`config.mk`:
```
export PLATFORM = sky130hd
export DESIGN_NAME = lsu_bus_ctrl
export DESIGN_NICKNAME = d
export VERILOG_FILES = /design/src/rtl/lsu_bus_ctrl.sv
export SDC_FILE = /design/constraint.sdc
export NUM_CORES = 1
export LEC_CHECK = 0
export ABC_CLOCK_PERIOD_IN_PS = 2100
export CAP_MARGIN = 25
export CORE_ASPECT_RATIO = 2
export CORE_UTILIZATION = 42
export DETAILED_ROUTE_END_ITERATION = 6
export PLACE_DENSITY = 0.8
export SETUP_SLACK_MARGIN = 0.5
export SLEW_MARGIN = 20
export SYNTH_ARGS = -nofsm -noshare
export SYNTH_HDL_FRONTEND = slang
export SYNTH_SLANG_ARGS = --single-unit
```
`constraint.sdc`:
```
create_clock -name clk -period 2.1 [get_ports clk]
set_input_delay 0.21 -clock clk [delete_from_list [all_inputs] [get_ports clk]]
set_output_delay 0.21 -clock clk [all_outputs]
set_load 0.02 [all_outputs]
```
`src/rtl/lsu_bus_ctrl.sv`:
```
// Load/store bus controller: turns a single-cycle datapath load/store into a req/gnt/rvalid
// word-bus transaction, stalling the core until it completes. Optional abort timer: LSU_TIMEOUT_EN.
module lsu_bus_ctrl #(
  parameter int TIMEOUT_CYCLES = 255
) (
  input  logic        clk,
  input  logic        rst_n,
  input  logic        mem_read,
  input  logic        mem_write,
  input  logic [2:0]  func3,
  input  logic [31:0] addr,
  input  logic [31:0] wdata,
  output logic [31:0] rdata,
  output logic        stall,
  output logic        err,
  output logic        bus_req,
  output logic        bus_we,
  output logic [31:0] bus_addr,
  output logic [3:0]  bus_be,
  output logic [31:0] bus_wdata,
  input  logic        bus_gnt,
  input  logic        bus_rvalid,
  input  logic [31:0] bus_rdata
);

  typedef enum logic [1:0] {IDLE, REQ, WAIT_R, DONE} state_t;

  state_t      r_state;
  logic [31:0] r_rdata;
  logic [31:0] r_bus_addr;
  logic [31:0] r_bus_wdata;
  logic [3:0]  r_bus_be;
  logic        r_bus_req;
  logic        r_bus_we;
  logic        r_err;
  logic [1:0]  r_lane;
  logic [2:0]  r_f3;

  logic        w_op;
  logic        w_legal;
  logic [3:0]  w_be;
  logic [31:0] w_wdata;
  logic        w_timeout;

  function automatic logic [31:0] load_extend(input logic [2:0] f3, input logic [1:0] lane,
                                              input logic [31:0] word);
    logic [7:0]  b;
    logic [15:0] h;
    b = word[{lane, 3'b000} +: 8];
    h = lane[1] ? word[31:16] : word[15:0];
    case (f3)
      3'b000:  load_extend = {{24{b[7]}}, b};
      3'b100:  load_extend = {24'h0, b};
      3'b001:  load_extend = {{16{h[15]}}, h};
      3'b101:  load_extend = {16'h0, h};
      default: load_extend = word;
    endcase
  endfunction

  assign w_op = mem_read | mem_write;

  always_comb begin
    w_legal = 1'b0;
    if (mem_read && !mem_write) begin
      case (func3)
        3'b000, 3'b100: w_legal = 1'b1;
        3'b001, 3'b101: w_legal = !addr[0];
        3'b010:         w_legal = (addr[1:0] == 2'b00);
        default:        w_legal = 1'b0;
      endcase
    end else if (mem_write && !mem_read) begin
      case (func3)
        3'b000:  w_legal = 1'b1;
        3'b001:  w_legal = !addr[0];
        3'b010:  w_legal = (addr[1:0] == 2'b00);
        default: w_legal = 1'b0;
      endcase
    end
  end

  // Stores replicate the datum across lanes so the enables alone select the target bytes.
  always_comb begin
    w_be    = 4'b1111;
    w_wdata = wdata;
    if (!mem_read) begin
      case (func3[1:0])
        2'b00: begin
          w_be    = 4'b0001 << addr[1:0];
          w_wdata = {4{wdata[7:0]}};
        end
        2'b01: begin
          w_be    = 4'b0011 << addr[1:0];
          w_wdata = {2{wdata[15:0]}};
        end
        default: begin
          w_be    = 4'b1111;
          w_wdata = wdata;
        end
      endcase
    end
  end

`ifdef LSU_TIMEOUT_EN
  localparam int CNT_W = ($clog2(TIMEOUT_CYCLES + 1) > 8) ? $clog2(TIMEOUT_CYCLES + 1) : 8;
  logic [CNT_W-1:0] r_cnt;
  assign w_timeout = (r_cnt == CNT_W'(TIMEOUT_CYCLES - 1));

  // Counter sits at zero in IDLE, so it is cleared on entry to REQ.
  always_ff @(posedge clk) begin
    if (rst_n || r_state == IDLE) r_cnt <= '0;
    else                          r_cnt <= r_cnt + CNT_W'(1);
  end
`else
  logic w_unused_timeout;
  assign w_unused_timeout = (TIMEOUT_CYCLES > 0);
  assign w_timeout        = 1'b0;
`endif

  always_ff @(posedge clk) begin
    if (rst_n) begin
      r_state     <= IDLE;
      r_rdata     <= '0;
      r_bus_addr  <= '0;
      r_bus_wdata <= '0;
      r_bus_be    <= '0;
      r_bus_req   <= 1'b0;
      r_bus_we    <= 1'b0;
      r_err       <= 1'b0;
      r_lane      <= '0;
      r_f3        <= '0;
    end else begin
      r_err <= 1'b0;
      case (r_state)
        IDLE: begin
          if (w_op && w_legal) begin
            r_bus_req   <= 1'b1;
            r_bus_we    <= mem_write;
            r_bus_addr  <= {addr[31:2], 2'b00};
            r_bus_be    <= w_be;
            r_bus_wdata <= w_wdata;
            r_lane      <= addr[1:0];
            r_f3        <= func3;
            r_state     <= REQ;
          end else if (w_op) begin
            r_err <= 1'b1;
          end
        end
        REQ: begin
          if (bus_gnt) begin
            r_bus_req <= 1'b0;
            r_state   <= r_bus_we ? DONE : WAIT_R;
          end else if (w_timeout) begin
            r_bus_req <= 1'b0;
            r_err     <= 1'b1;
            r_rdata   <= '0;
            r_state   <= DONE;
          end
        end
        WAIT_R: begin
          if (bus_rvalid) begin
            r_rdata <= load_extend(r_f3, r_lane, bus_rdata);
            r_state <= DONE;
          end else if (w_timeout) begin
            r_err   <= 1'b1;
            r_rdata <= '0;
            r_state <= DONE;
          end
        end
        default: r_state <= IDLE;
      endcase
    end
  end

  assign stall     = (r_state == REQ) || (r_state == WAIT_R) ||
                     (r_state == IDLE && w_op && w_legal);
  assign rdata     = r_rdata;
  assign err       = r_err;
  assign bus_req   = r_bus_req;
  assign bus_we    = r_bus_we;
  assign bus_addr  = r_bus_addr;
  assign bus_be    = r_bus_be;
  assign bus_wdata = r_bus_wdata;

endmodule

```
# Word level (Yosys, flattened, before mapping)

Index checks and enable logic that the tools add are counted.

Register bits after elaboration: 108
Bits of input ports: 105
Output and inout port bits: 104
Word-level logic and storage cells: 70

Eq/ne operators: 13
Shifts and indexed selects: 3
Multiplexer cells: 19
Bitwise logic cells: 2
Reductions and logical operators: 23

Operators by type and width:

| kind                                                 | number |
|---|---|
| one-hot mux 32 bit (4 select lines)                  | 1 |
| one-hot mux 32 bit (2 select lines)                  | 1 |
| two-way mux 32 bit                                   | 1 |
| variable part select 32 x 6 -> 8 bit                 | 1 |
| two-way mux 16 bit                                   | 1 |
| equality test 3 bit (second input constant)          | 4 |
| one-hot mux 4 bit (2 select lines)                   | 1 |
| equality test 3 x 1 -> 1 bit (second input constant) | 2 |
| zero test 2 bit                                      | 3 |
| zero test 3 bit                                      | 2 |
| two-way mux 1 bit                                    | 6 |
| two-way mux 2 bit                                    | 3 |
| inequality test 2 bit (second input constant)        | 3 |
| one-hot mux 1 bit (3 select lines)                   | 2 |
| one-hot mux 2 bit (3 select lines)                   | 1 |
| AND reduction 3 bit                                  | 2 |
| logical AND 1 bit                                    | 5 |
| equality test 2 x 1 -> 1 bit (second input constant) | 2 |
| two-way mux 4 bit                                    | 1 |
| AND reduction 2 bit                                  | 2 |
| OR reduction 2 bit                                   | 2 |
| << shifter 1 x 2 -> 4 bit (first input constant)     | 1 |
| << shifter 2 x 2 -> 4 bit (first input constant)     | 1 |
| equality test 3 x 2 -> 1 bit (second input constant) | 1 |
| 8 further kinds                                      | 11 |

# Longest topological paths before layout

Depth in word-level cells: 7
Mapped depth: 8
Mapped depth without buffers: 6

# Least setup slack after synthesis

Ideal clock, no wire load.

Kind: reg2reg
Start: register r_lane[0]
End: register r_rdata[20] (netlist: rdata[20])
Setup time: 0.122 ns
Arrival: 1.488 ns
Required time: 1.978 ns
Slack: 0.490 ns
Stages on the path, launching flop included: 7
Path buffers: 2
Clock period less this slack: 1.610 ns
Cell sequence: dfxtp_1 > clkbuf_1 > nor3b_1 > a311oi_1 > a21oi_1 > buf_2 > a21oi_1

Word-level cells in the longest chain between the ends: 2

RTL lines:

| item                                 | line | source |
|---|---|---|
| from (decl)                          | 36   | `logic [1:0] r_lane;` |
| from (signal assigned)               | 141  | `r_lane <= addr[1:0];` |
| variable part select 32 x 6 -> 8 bit | 49   | `b = word[{lane, 3'b000} +: 8];` |
| one-hot mux 32 bit (4 select lines)  | 51   | `case (f3)` |
| to (signal assigned)                 | 161  | `r_rdata <= load_extend(r_f3, r_lane, bus_rdata);` |
| to (decl)                            | 29   | `logic [31:0] r_rdata;` |

Every way passes these cells.
A chain may end at the register's enable or synchronous reset.

# Worst setup path in the final report

Start: input func3[1]
End: register r_bus_wdata[9] (netlist: bus_wdata[9])

Word-level cells in the longest chain between the ends: 6
Elaborated cells on any way between the ends: 17
Those cells by class: 5 x eq/ne; 6 x mux; 6 x reduce/logical

RTL lines:

| item                                                                            | line   | source |
|---|---|---|
| from (decl)                                                                     | 10     | `input logic [2:0] func3,` |
| equality test 3 x 2 -> 1 bit, or another cell as far along                      | 65, 72 |  |
| one-hot mux 1 bit (3 select lines) / OR reduction 2 bit (equally long branches) | 72, 65 |  |
| two-way mux 1 bit / one-hot mux 1 bit (3 select lines) (equally long branches)  | 71, 65 |  |
| two-way mux 1 bit                                                               | 64     | `if (mem_read && !mem_write) begin` |
| logical AND 1 bit                                                               | 135    | `if (w_op && w_legal) begin` |
| AND reduction 2 bit (no line)                                                   | n/a    |  |
| to (signal assigned)                                                            | 140    | `r_bus_wdata <= w_wdata;` |
| to (decl)                                                                       | 31     | `logic [31:0] r_bus_wdata;` |

Parallel ways exist; a longest one is shown, timed or not.

==> results.json <==
{
  "status": "complete, no violations",
  "routed_via_density": 5.50,
  "clkSinkCount": 108,
  "whs_ps": 268,
  "yosysWarningCount": 0,
  "synthCells": 567,
  "antenna_found_initial": 0,
  "max_cap_violations": 0,
  "nNetsFinal": 886,
  "synthArstFlopShare": 0,
  "setup_viol": 0,
  "hp-class": "in -> reg",
  "ios": 209,
  "synth_edf_count": 0,
  "fin_area_um2": 7600,
  "grt_pass1_vias": 5102,
  "grt_setup_unrepaired": "yes",
  "hold_violations": 0,
  "cts_root_buf": "clkbuf_16",
  "synth.area.top_cells": "dfxtp_1, nand2_1, a21oi_1, o21ai_0, mux2i_1",
  "final_layout_size_suffix_gt1_frac": 0.119,
  "cts_buffers": 9,
  "cts_tree": "built",
  "ys_seq_area_frac": 0.454,
  "drcViolationCount": 0,
  "fp.coreArea_um2": 10900,
  "num_vias": 5071,
  "path_clk_slew_ps": 70,
  "dp_hpwl_um": 11600,
  "ir_drop_mv": 0.471,
  "rows": 54,
  "grt_max_degree": 33,
  "required_ps": 2330,
  "cts_buffer_depth": 2,
  "skew_ps": 11.5,
  "wl_um": 15900,
  "gp_congestion": 0.909,
  "timing.final.ws_setup_ps": 539,
  "fmax_mhz": 641,
  "ys_seq_elements": 108,
  "insertion_delay_ps": 350,
  "worstSetupEndpointType": "register",
  "min_period_ps": 1560,
  "power.total_uw": 6030,
  "ant_nets": 0,
  "grt_pass1_wl_um": 25200,
  "arrival_ps": 1790,
  "dp_slack_ps": -173,
  "wire_per_inst_um": 17.2,
  "firstDrtPassIters": 5,
  "leakagePower_uw": 0.00272,
  "synth_area_per_cell_um2": 8.40,
  "diodes": 0,
  "postPlaceCellArea_um2": 7070,
  "dieHeight_um": 153,
  "fp.dieW_um": 77.3,
  "track_usage": 0.268,
  "synth.largest_area_cell": "dfxtp_1",
  "dr.first_iter.drc_count": 170,
  "io_buffers": 206,
  "p_per_area_nw_per_um2": 794,
  "fp.dieArea_um2": 11800,
  "synth.distinct_cells": 46,
  "synthFlopType": "dfxtp_1",
  "worst_setup_path_start_kind": "input pin",
  "fin_tns_setup_ps": 0,
  "slew_viol_final": 0,
  "yosysTopAreaCellShare": 0.454,
  "overflow": 0,
  "crit_type": "in -> reg",
  "yosysMostFrequentCell": "nand2_1",
  "synth_common_cells": "nand2_1, dfxtp_1, a21oi_1",
  "syn2layout_area_growth_pct": 59.5,
  "cts_max_level": 3,
  "fin_crit_sh": 0.743,
  "worstPathMaxFanout": 14,
  "initial_core_util": 0.435,
  "synth_area_um2": 4760
}
## report_power, final
| part | switching [µW] | internal, µW | total, µW | leakage (µW) |
|---|---|---|---|---|
| Sequential | 129 | 2270 | 2400 | 0.000878 |
| Combinational | 1040 | 974 | 2010 | 0.00171 |
| Clock | 774 | 851 | 1630 | 0.000137 |
## placed cells by master (no fill, tap or decap), types with 5 or more instances in the layout
cell type        count
nand2b_1             5
and3b_1              6
or3_1                7
mux2i_1             18
inv_1                8
buf_12               5
a211o_1              7
nand3b_1             7
nand2_1            113
buf_4               26
mux2_2               8
a21oi_1             71
dfxtp_1            104
o21ai_0             42
clkbuf_16            9
nor3_1              20
nor2_1              25
a211oi_1            16
a221o_1             14
clkdlybuf4s50_1    197
dlygate4sd2_1        6
## state kept, by name, summed over array words and instances, names as in the netlist
register / cells
rdata: 32
bus_be: 4
bus_wdata: 32
r_state: 2
bus_addr: 30
err: 1
r_lane: 2
r_f3: 3
bus_we: 1
bus_req: 1
## critical path: stages
cell and delay [ps]:
clkdlybuf4s50_1 480, a21oi_4 210, buf_4 160, o221a_4 290
nor2_4 110, a221o_1 320
## final timing paths
path / startpoint / endpoint / slack, ps / cells after the start
max reg2reg: r_lane[0] / rdata[18] / 550 / 5
max: func3[1] / bus_wdata[9] / 540 / 6
min: rst_n / err / 270 / 4
min reg2reg: bus_wdata[6] / bus_wdata[6] / 460 / 2
## cell families after synthesis
group                    share of synthesized area
flip-flops                                   0.454
adder cells (fa/ha/maj)                     0.0105
AO/OA/AOI/OAI                                0.224
other                                     0.000787
multiplexers                                0.0662
AND/OR/NAND/NOR                              0.194
buffers and inverters                       0.0507
## repair_timing
item | CTS | global route
buffers inserted | 4 | 2
pin swaps | 5 | 5
cloned | 1 | 0
hold buffers | 0 | 0
gates resized for setup | 36 | 25
setup endpoints to repair | 104 | 81
## final cells by class
type,instances,area (µm²)
Inverter,10,37.5
Fill cell,894,3350
Timing Repair Buffer,241,2410
Clock buffer,11,243
Multi-Input combinational cell,407,2520
Tap cell,140,175
Clock inverter,5,42.5
Sequential cell,108,2170
## stage by stage
stage	utilization	cells
2_1_floorplan	-	568
3_3_place_gp	0.646	899
3_5_place_dp	0.646	899
4_1_cts	0.685	920
5_1_grt	0.694	922
6_report	0.694	922
## layer usage
| layer | vias to the layer above | global-route usage | wire, µm |
|---|---|---|---|
| met5 | - | 0 | 0 |
| met4 | 0 | 0.151 | 791 |
| met1 | 2401 | 0.272 | 5690 |
| li1 | 2432 | - | - |
| met3 | 46 | 0.0467 | 732 |
| met2 | 192 | 0.501 | 8650 |
Note: power is estimated with default switching activity, not from simulation.
